$ cat src/rtl/axi_master_burst_engine.sv
// AXI burst initiator: turns one cache-line refill or write-back request into a
// single INCR burst and returns the line or a completion on a valid/ready port.
module axi_master_burst_engine #(
    parameter int ADDR_WIDTH = 32,
    parameter int DATA_WIDTH = 32,
    parameter int BEATS      = 8,
    parameter int LEN_WIDTH  = 8
) (
    input  logic                          clk,
    input  logic                          rst,
    // cache-side request port
    input  logic                          req_valid,
    output logic                          req_ready,
    input  logic                          req_write,
    input  logic [ADDR_WIDTH-1:0]         req_addr,
    input  logic [BEATS*DATA_WIDTH-1:0]   req_wline,
    output logic                          resp_valid,
    output logic [BEATS*DATA_WIDTH-1:0]   resp_rline,
    output logic                          resp_err,
    // read address / data
    output logic                          ARVALID,
    input  logic                          ARREADY,
    output logic [ADDR_WIDTH-1:0]         ARADDR,
    output logic [LEN_WIDTH-1:0]          ARLEN,
    output logic [2:0]                    ARSIZE,
    output logic [1:0]                    ARBURST,
    input  logic                          RVALID,
    output logic                          RREADY,
    input  logic [DATA_WIDTH-1:0]         RDATA,
    input  logic                          RLAST,
    input  logic [1:0]                    RRESP,
    // write address / data / response
    output logic                          AWVALID,
    input  logic                          AWREADY,
    output logic [ADDR_WIDTH-1:0]         AWADDR,
    output logic [LEN_WIDTH-1:0]          AWLEN,
    output logic [2:0]                    AWSIZE,
    output logic [1:0]                    AWBURST,
    output logic                          WVALID,
    input  logic                          WREADY,
    output logic [DATA_WIDTH-1:0]         WDATA,
    output logic                          WLAST,
    input  logic                          BVALID,
    output logic                          BREADY,
    input  logic                          BRESP
);

    localparam int LINE_W = BEATS * DATA_WIDTH;
    localparam int CNT_W  = $clog2(BEATS + 1);
    localparam int OFF_W  = $clog2(BEATS * DATA_WIDTH / 8);

    localparam logic [CNT_W-1:0]      CNT_LAST  = CNT_W'(BEATS - 1);
    localparam logic [CNT_W-1:0]      CNT_FULL  = CNT_W'(BEATS);
    localparam logic [ADDR_WIDTH-1:0] ADDR_MASK =
        ~((ADDR_WIDTH'(1) << OFF_W) - ADDR_WIDTH'(1));

    localparam logic [2:0] S_IDLE = 3'd0;
    localparam logic [2:0] S_AR   = 3'd1;
    localparam logic [2:0] S_R    = 3'd2;
    localparam logic [2:0] S_AW   = 3'd3;
    localparam logic [2:0] S_W    = 3'd4;
    localparam logic [2:0] S_B    = 3'd5;
    localparam logic [2:0] S_DONE = 3'd6;

    logic [2:0]            state_q, state_d;
    logic [CNT_W-1:0]      cnt_q, cnt_d;
    logic                  err_q, err_d;
    logic [ADDR_WIDTH-1:0] addr_q, addr_d;
    logic [LINE_W-1:0]     wline_q, wline_d;
    logic [LINE_W-1:0]     rline_q, rline_d;
    logic [DATA_WIDTH-1:0] wdata_mux;

    always_comb begin
        state_d = state_q;
        cnt_d   = cnt_q;
        err_d   = err_q;
        addr_d  = addr_q;
        wline_d = wline_q;
        rline_d = rline_q;
        case (state_q)
            S_IDLE: begin
                if (req_valid && req_ready) begin
                    addr_d  = req_addr & ADDR_MASK;
                    wline_d = req_wline;
                    cnt_d   = '0;
                    err_d   = 1'b0;
                    state_d = req_write ? S_AW : S_AR;
                end
            end
            S_AR: begin
                if (ARREADY) state_d = S_R;
            end
            S_R: begin
                if (RVALID) begin
                    if (RRESP != 2'b00) err_d = 1'b1;
                    // Beats past the end of the line are dropped and flagged.
                    if (cnt_q < CNT_FULL) begin
                        for (int i = 0; i < BEATS; i++) begin
                            if (cnt_q == CNT_W'(i)) rline_d[i*DATA_WIDTH +: DATA_WIDTH] = RDATA;
                        end
                        cnt_d = cnt_q + CNT_W'(1);
                    end else begin
                        err_d = 1'b1;
                    end
                    if (RLAST) begin
                        if (cnt_q != CNT_LAST) err_d = 1'b1;
                        state_d = S_DONE;
                    end
                end
            end
            S_AW: begin
                if (AWREADY) state_d = S_W;
            end
            S_W: begin
                if (WREADY) begin
                    cnt_d = cnt_q + CNT_W'(1);
                    if (cnt_q == CNT_LAST) state_d = S_B;
                end
            end
            S_B: begin
                if (BVALID) begin
                    err_d   = err_q | BRESP;
                    state_d = S_DONE;
                end
            end
            S_DONE: begin
                state_d = S_IDLE;
            end
            default: begin
                state_d = S_IDLE;
            end
        endcase
    end

    always_comb begin
        wdata_mux = '0;
        for (int i = 0; i < BEATS; i++) begin
            if (cnt_q == CNT_W'(i)) wdata_mux = wline_q[i*DATA_WIDTH +: DATA_WIDTH];
        end
    end

    always_ff @(posedge clk) begin
        if (rst) begin
            state_q <= S_IDLE;
            cnt_q   <= '0;
            err_q   <= 1'b0;
            addr_q  <= '0;
            rline_q <= '0;
        end else begin
            state_q <= state_d;
            cnt_q   <= cnt_d;
            err_q   <= err_d;
            addr_q  <= addr_d;
            rline_q <= rline_d;
        end
    end

    // The write line is pure payload and is only meaningful after acceptance.
    always_ff @(posedge clk) begin
        wline_q <= wline_d;
    end

    // Every AXI output is a decode of registered state only.
    assign req_ready  = (state_q == S_IDLE) && !rst;
    assign resp_valid = (state_q == S_DONE);
    assign resp_err   = err_q;
    assign resp_rline = rline_q;

    assign ARVALID = (state_q == S_AR);
    assign ARADDR  = addr_q;
    assign ARLEN   = LEN_WIDTH'(BEATS - 1);
    assign ARSIZE  = 3'($clog2(DATA_WIDTH / 8));
    assign ARBURST = 2'b01;
    assign RREADY  = (state_q == S_R);

    assign AWVALID = (state_q == S_AW);
    assign AWADDR  = addr_q;
    assign AWLEN   = LEN_WIDTH'(BEATS - 1);
    assign AWSIZE  = 3'($clog2(DATA_WIDTH / 8));
    assign AWBURST = 2'b01;
    assign WVALID  = (state_q == S_W);
    assign WDATA   = wdata_mux;
    assign WLAST   = (state_q == S_W) && (cnt_q == CNT_LAST);
    assign BREADY  = (state_q == S_B);

endmodule

$ cat config.mk
export PLATFORM = sky130hd
export DESIGN_NAME = axi_master_burst_engine
export DESIGN_NICKNAME = d
export VERILOG_FILES = /design/src/rtl/axi_master_burst_engine.sv
export SDC_FILE = /design/constraint.sdc
export NUM_CORES = 1
export LEC_CHECK = 0
export ABC_AREA = 1
export BUFFER_PORTS_ARGS = -buffer_cell sky130_fd_sc_hd__buf_4
export CAP_MARGIN = 20
export CORE_AREA = 2 2 280 282
export DETAILED_ROUTE_END_ITERATION = 8
export DIE_AREA = 0 0 282 284
export GPL_TIMING_DRIVEN = 0
export MAX_ROUTING_LAYER = met4
export PLACE_DENSITY = 0.6
export SETUP_SLACK_MARGIN = 0.4
export SYNTH_ARGS = -nofsm -noshare
export SYNTH_HDL_FRONTEND = slang
export SYNTH_SLANG_ARGS = --single-unit
$ cat constraint.sdc
create_clock -name clk -period 5.55 [get_ports clk]
set_input_delay 0.2775 -clock clk [delete_from_list [all_inputs] [get_ports clk]]
set_output_delay 0.2775 -clock clk [all_outputs]
set_load 0.05 [all_outputs]
Word level (Yosys, flattened, before mapping)
Index checks and enable logic that the tools add are counted.

Memory bits (read-only): 0. Memories kept: 0. Register bits after elaboration: 547. RAM bits: 0. Input bits: 333. Word-level logic and storage cells: 91. Output and inout port bits: 387. Bits in latches: 0.

Shift-type cells: 0. Divide/modulo/power cells: 0. Add/subtract/negate cells: 1. Multiplexer cells: 31. Multiply operators: 0. Reduce and logical (&&, ||, !) cells: 21. Bitwise operators: 1. Magnitude comparators: 1. Equality and inequality tests: 23.

Operators by type and width (count): 2-to-1 mux 32 bit (8); AND reduction 4 bit (9); 2-to-1 mux 3 bit (8); one-hot mux 3 bit (6 select lines) (1); equality test 4 x 3 -> 1 bit, second input constant (4); 2-to-1 mux 4 bit (4); inequality test 2 x 1 -> 1 bit, second input constant (6); one-hot mux 4 bit (3 select lines) (1); equality test 3 bit, second input constant (3); equality test 4 x 2 -> 1 bit, second input constant (2); AND reduction 8 bit (1); 2-to-1 mux 1 bit (7); equality test 3 x 2 -> 1 bit, second input constant (2); inequality test 2 bit, second input constant (3); nonzero test 3 bit (2); AND reduction 5 bit (1); adder 4 x 1 -> 4 bit, second input constant (1); equality test 4 x 1 -> 1 bit, second input constant (1); logical NOT 4 bit (1); less-than comparator 4 bit, second input constant (1); inequality test 4 x 3 -> 1 bit, second input constant (1); equality test 3 x 1 -> 1 bit, second input constant (1); logical AND 1 bit (3); logical NOT 3 bit (1); 6 further kinds (6).

Longest topological paths before layout
Word-level depth: 9. Mapped depth: 13. Mapped depth without buffers: 11.

Worst setup path before layout
Ideal clock, no wire load.

Path kind: flip-flop to flip-flop. Start: register state_q[1]. End: register wline_q[0] (enable). Required time: 5043 ps. Period minus slack after synthesis: 5242 ps. Library setup time: 507 ps. Setup slack: 308 ps. Stages on the path, launching flop included: 7. Buffers on the path: 1. Arrival time: 4735 ps. Cells stage by stage: dfxtp_1 nor2_1 nand2_1 nor2_1 nand2_1 inv_2 buf_2.

Word-level cells in the longest chain between the ends: 4.

Ends and longest elaborated chain: start, declared (RTL line 65) `logic [2:0] state_q, state_d;`; start signal, assigned (RTL line 150) `state_q <= state_d;`; logical NOT 3 bit (RTL line 164) `assign req_ready = (state_q == S_IDLE) && !rst;`; logical AND 1 bit (RTL line 164); net req_ready (RTL line 13) `output logic req_ready,`; logical AND 1 bit (RTL line 82) `if (req_valid && req_ready) begin`; AND reduction 2 bit (no line); end signal, assigned (RTL line 160) `wline_q <= wline_d;`; end, declared (RTL line 69) `logic [LINE_W-1:0] wline_q, wline_d;`.

The timed path passes the listed nets, and every way through them passes these cells. A chain may end at the register's enable or synchronous reset.

Worst setup path after layout
Start: register cnt_q[3]. End: output port WDATA[13].

Word-level cells in the longest chain between the ends: 9. Elaborated cells on any way between the ends: 16. Those cells by class: eq/ne (7); mux (8); reduce/logical (1).

Ends and longest elaborated chain: start, declared (RTL line 66) `logic [CNT_W-1:0] cnt_q, cnt_d;`; start signal, assigned (RTL line 151) `cnt_q <= cnt_d;`; logical NOT 4 bit (RTL line 138) `if (cnt_q == CNT_W'(i)) wdata_mux = wline_q[i*DATA_WIDTH +: DATA_WIDTH];`; 2-to-1 mux 32 bit (7 in series) (RTL line 138); 2-to-1 mux 32 bit * (RTL line 138); end, declared (RTL line 41) `output logic [DATA_WIDTH-1:0] WDATA,`.

Mark *: on every way between the ends. The rest lies on a longest branch, timed or not.

==> run metrics <==
share of cells above drive strength 1 26.4%; gr usage total 22.4%; unrepaired setup endpoints after global routing false; Mapped Area 21,500 um^2; hold path start BVALID; htree depth 2; drt drc 0; hold crit path type in2reg; CTS sink count 547; sw frac 36.3%; cts hold-fix bufs 285; CP peak stage delay 560 ps; Rel. slew slack 27.1%; Multi-input gate area 6560 um^2; reg-to-reg critical path startpoint state_q[1]; Reg area 13,500 um^2; Core Area 77,000 um^2; fin util 42.5%; wire length per cell 20.1 um; clock latency on the worst-skew pair 630 ps; Max clock buf depth 3; # Max-Cap Violations 0; Yosys reg bits 547; count of final setup violators 0; I/O pin count 720; Die ar. 80,100 um^2; first-pass GRT wire length 129,000 um; Hold Crit Endpoint resp_err; R2R Setup Slk 2420 ps; Final Cell Area 32,700 um^2; area of placed instances 27,900 um^2; worst path cell trace nor2_4 -> nand2_1 -> clkbuf_1 -> nand3_1 -> nand2_1 -> nand2_1 -> nand2_1 -> nand2_1 -> nand2_1 -> buf_4; internal power 8.15 mW; Comb power frac 30.6%; Filler Cell Count 7,463; Antenna Nets Post-Route 0; clock power share 31.2%; peak supply drop 0.315 mV; library cells used by synthesis 33; Starting Density 28.0%; WS Path Type reg2out; commonest cells after routing, fill and taps aside buf_4, nor2_1, nand2_1; Root Buffer Master clkbuf_16; initial antenna violation count 12; most used cell along the critical path nand2_1; Reg2Reg Depth 8; sequential share of power 38.1%; DPL Wire Length 67,200 um; vias 20,100; most common cell after layout, fill and taps aside buf_4; CP arrival 3400 ps; die width 282 um; Final min period 3680 ps; Fin. Hold Viols 0; f_max 0.272 GHz; reg2reg end wline_q[48]; Fin Setup TNS 0 ps; Detailed Routing Iterations Pass 1 5; CP startpoint kind register; TritonCTS clock tree built; Power Dens Cells 391 nW/um^2; vias in the first global route 19,500; clk slew on worst S/H paths 70 ps; Area growth syn-to-layout 51.9%; mean area per synthesized cell 9.06 um^2; synth warn 0; row count 102; chip height 284 um; Synth Instances 2,376; Hold Path Stages 5; max-slew violations 0; crit path from cnt_q[3]; Critical Path RT 5270 ps; # Post-CTS Setup Buffers 0; Switch Pwr 4.65 mW; PortBufs 646; drt total wl 90,500 um; hold slack 74.1 ps; Crit Path Max Fanout 10; Starting DRT DRC Count 1,384; status complete, no violations; placer congestion estimate 0.876; Via density 4.46; final net count 3,742; final period utilization 66.3%; Pleak 14.7 nW; post_cts resized 0; Num CTS Buffers 60; grt ovf 0; largest net degree at the start of global routing 126; Worst Skew 19.7 ps; Crit. End Element primary output; sequential-to-total area share from yosys stat 62.8%; Worst path slowest cell dfxtp_1; actual slew at the worst max-slew pin 1090 ps
worst max path at each step:
stage                       endpoint  slack (ps)  cells past startpoint
after CTS                  WDATA[12]        1760                     11
after global routing       WDATA[12]        1630                     11
after detailed placement   WDATA[12]        2440                     11
final                      WDATA[13]        1870                     10
after global placement    wline_q[8]        1220                      6
after floorplan           wline_q[0]        1690                      6
power groups by stage:
stage	clock network [mW]	registers, mW	logic, mW
6_report	4.00	4.88	3.92
5_1_grt	4.24	4.91	4.16
3_3_place_gp	0	4.98	3.76
2_1_floorplan	0	5.29	1.90
3_5_place_dp	0	4.96	3.79
4_1_cts	4.07	4.87	3.97
worst max-delay path, delay by kind of cell, from the launching register on:
kind / cells / cell delay (ps)
AND/OR/NAND/NOR: 8 / 1500
buffers and inverters: 2 / 700
flip-flops: 1 / 560
synth_stat cells (all sizes together):
master | number | area share (%)
clkbuf | 83 | 1.4
nand3 | 174 | 4.1
nand4 | 16 | 0.46
nor3 | 2 | 0.070
o21ai | 262 | 6.1
o22ai | 1 | 0.029
ha | 4 | 0.23
a21oi | 14 | 0.33
or2 | 28 | 0.81
o21bai | 1 | 0.035
nand2 | 358 | 6.3
inv | 97 | 1.7
nor2 | 636 | 11
conb | 2 | 0.035
xor2 | 1 | 0.041
a211oi | 1 | 0.035
dfxtp | 291 | 27
edfxtp | 256 | 36
buf | 148 | 4.2
a22o | 1 | 0.041
metal layers:
metal,part of all wire [%],vias to the layer above,GRT usage (%)
met1,38,9407,24.5
li1,-,9713,-
met3,7.1,139,4.34
met4,3.9,0,8.32
met2,51,825,40.0
met5,0,-,-
registers in the layout (all words and copies together), names as in the netlist:
signal,count
resp_rline,256
wline_q,256
ARADDR,27
cnt_q,4
state_q,3
resp_err,1
cell type report:
class / instances / share of cell area, %
diodes: 12 / 0.0918
well taps: 1040 / 3.98
inverters: 97 / 1.11
clock buffers: 81 / 5.02
flip-flops and latches: 547 / 41.3
multi-input cells: 1535 / 20.0
repair buffers: 933 / 23.7
plain buffers: 231 / 3.78
clock inverters: 30 / 0.918
logic make-up (layout without fill, tap and decap cells):
group / Yosys count / after routing / share of synthesized area, %
flip-flops: 547 / 547 / 62.8
buffers and inverters: 328 / 1372 / 7.38
AND/OR/NAND/NOR: 1214 / 1214 / 23.0
other: 2 / 48 / 0.0349
AO/OA/AOI/OAI: 280 / 280 / 6.56
XOR/XNOR: 1 / 1 / 0.0407
adder cells (fa/ha/maj): 4 / 4 / 0.232
metrics by stage:
step | power [mW] | setup slack, ps | instances
after floorplan | 7.19 | 1690 | 2410
after global placement | 8.74 | 1220 | 4096
after detailed placement | 8.75 | 2440 | 4098
after CTS | 12.9 | 1760 | 4494
after global routing | 13.3 | 1630 | 4505
final | 12.8 | 1870 | 4506
Note: power is estimated with default switching activity, not from simulation.
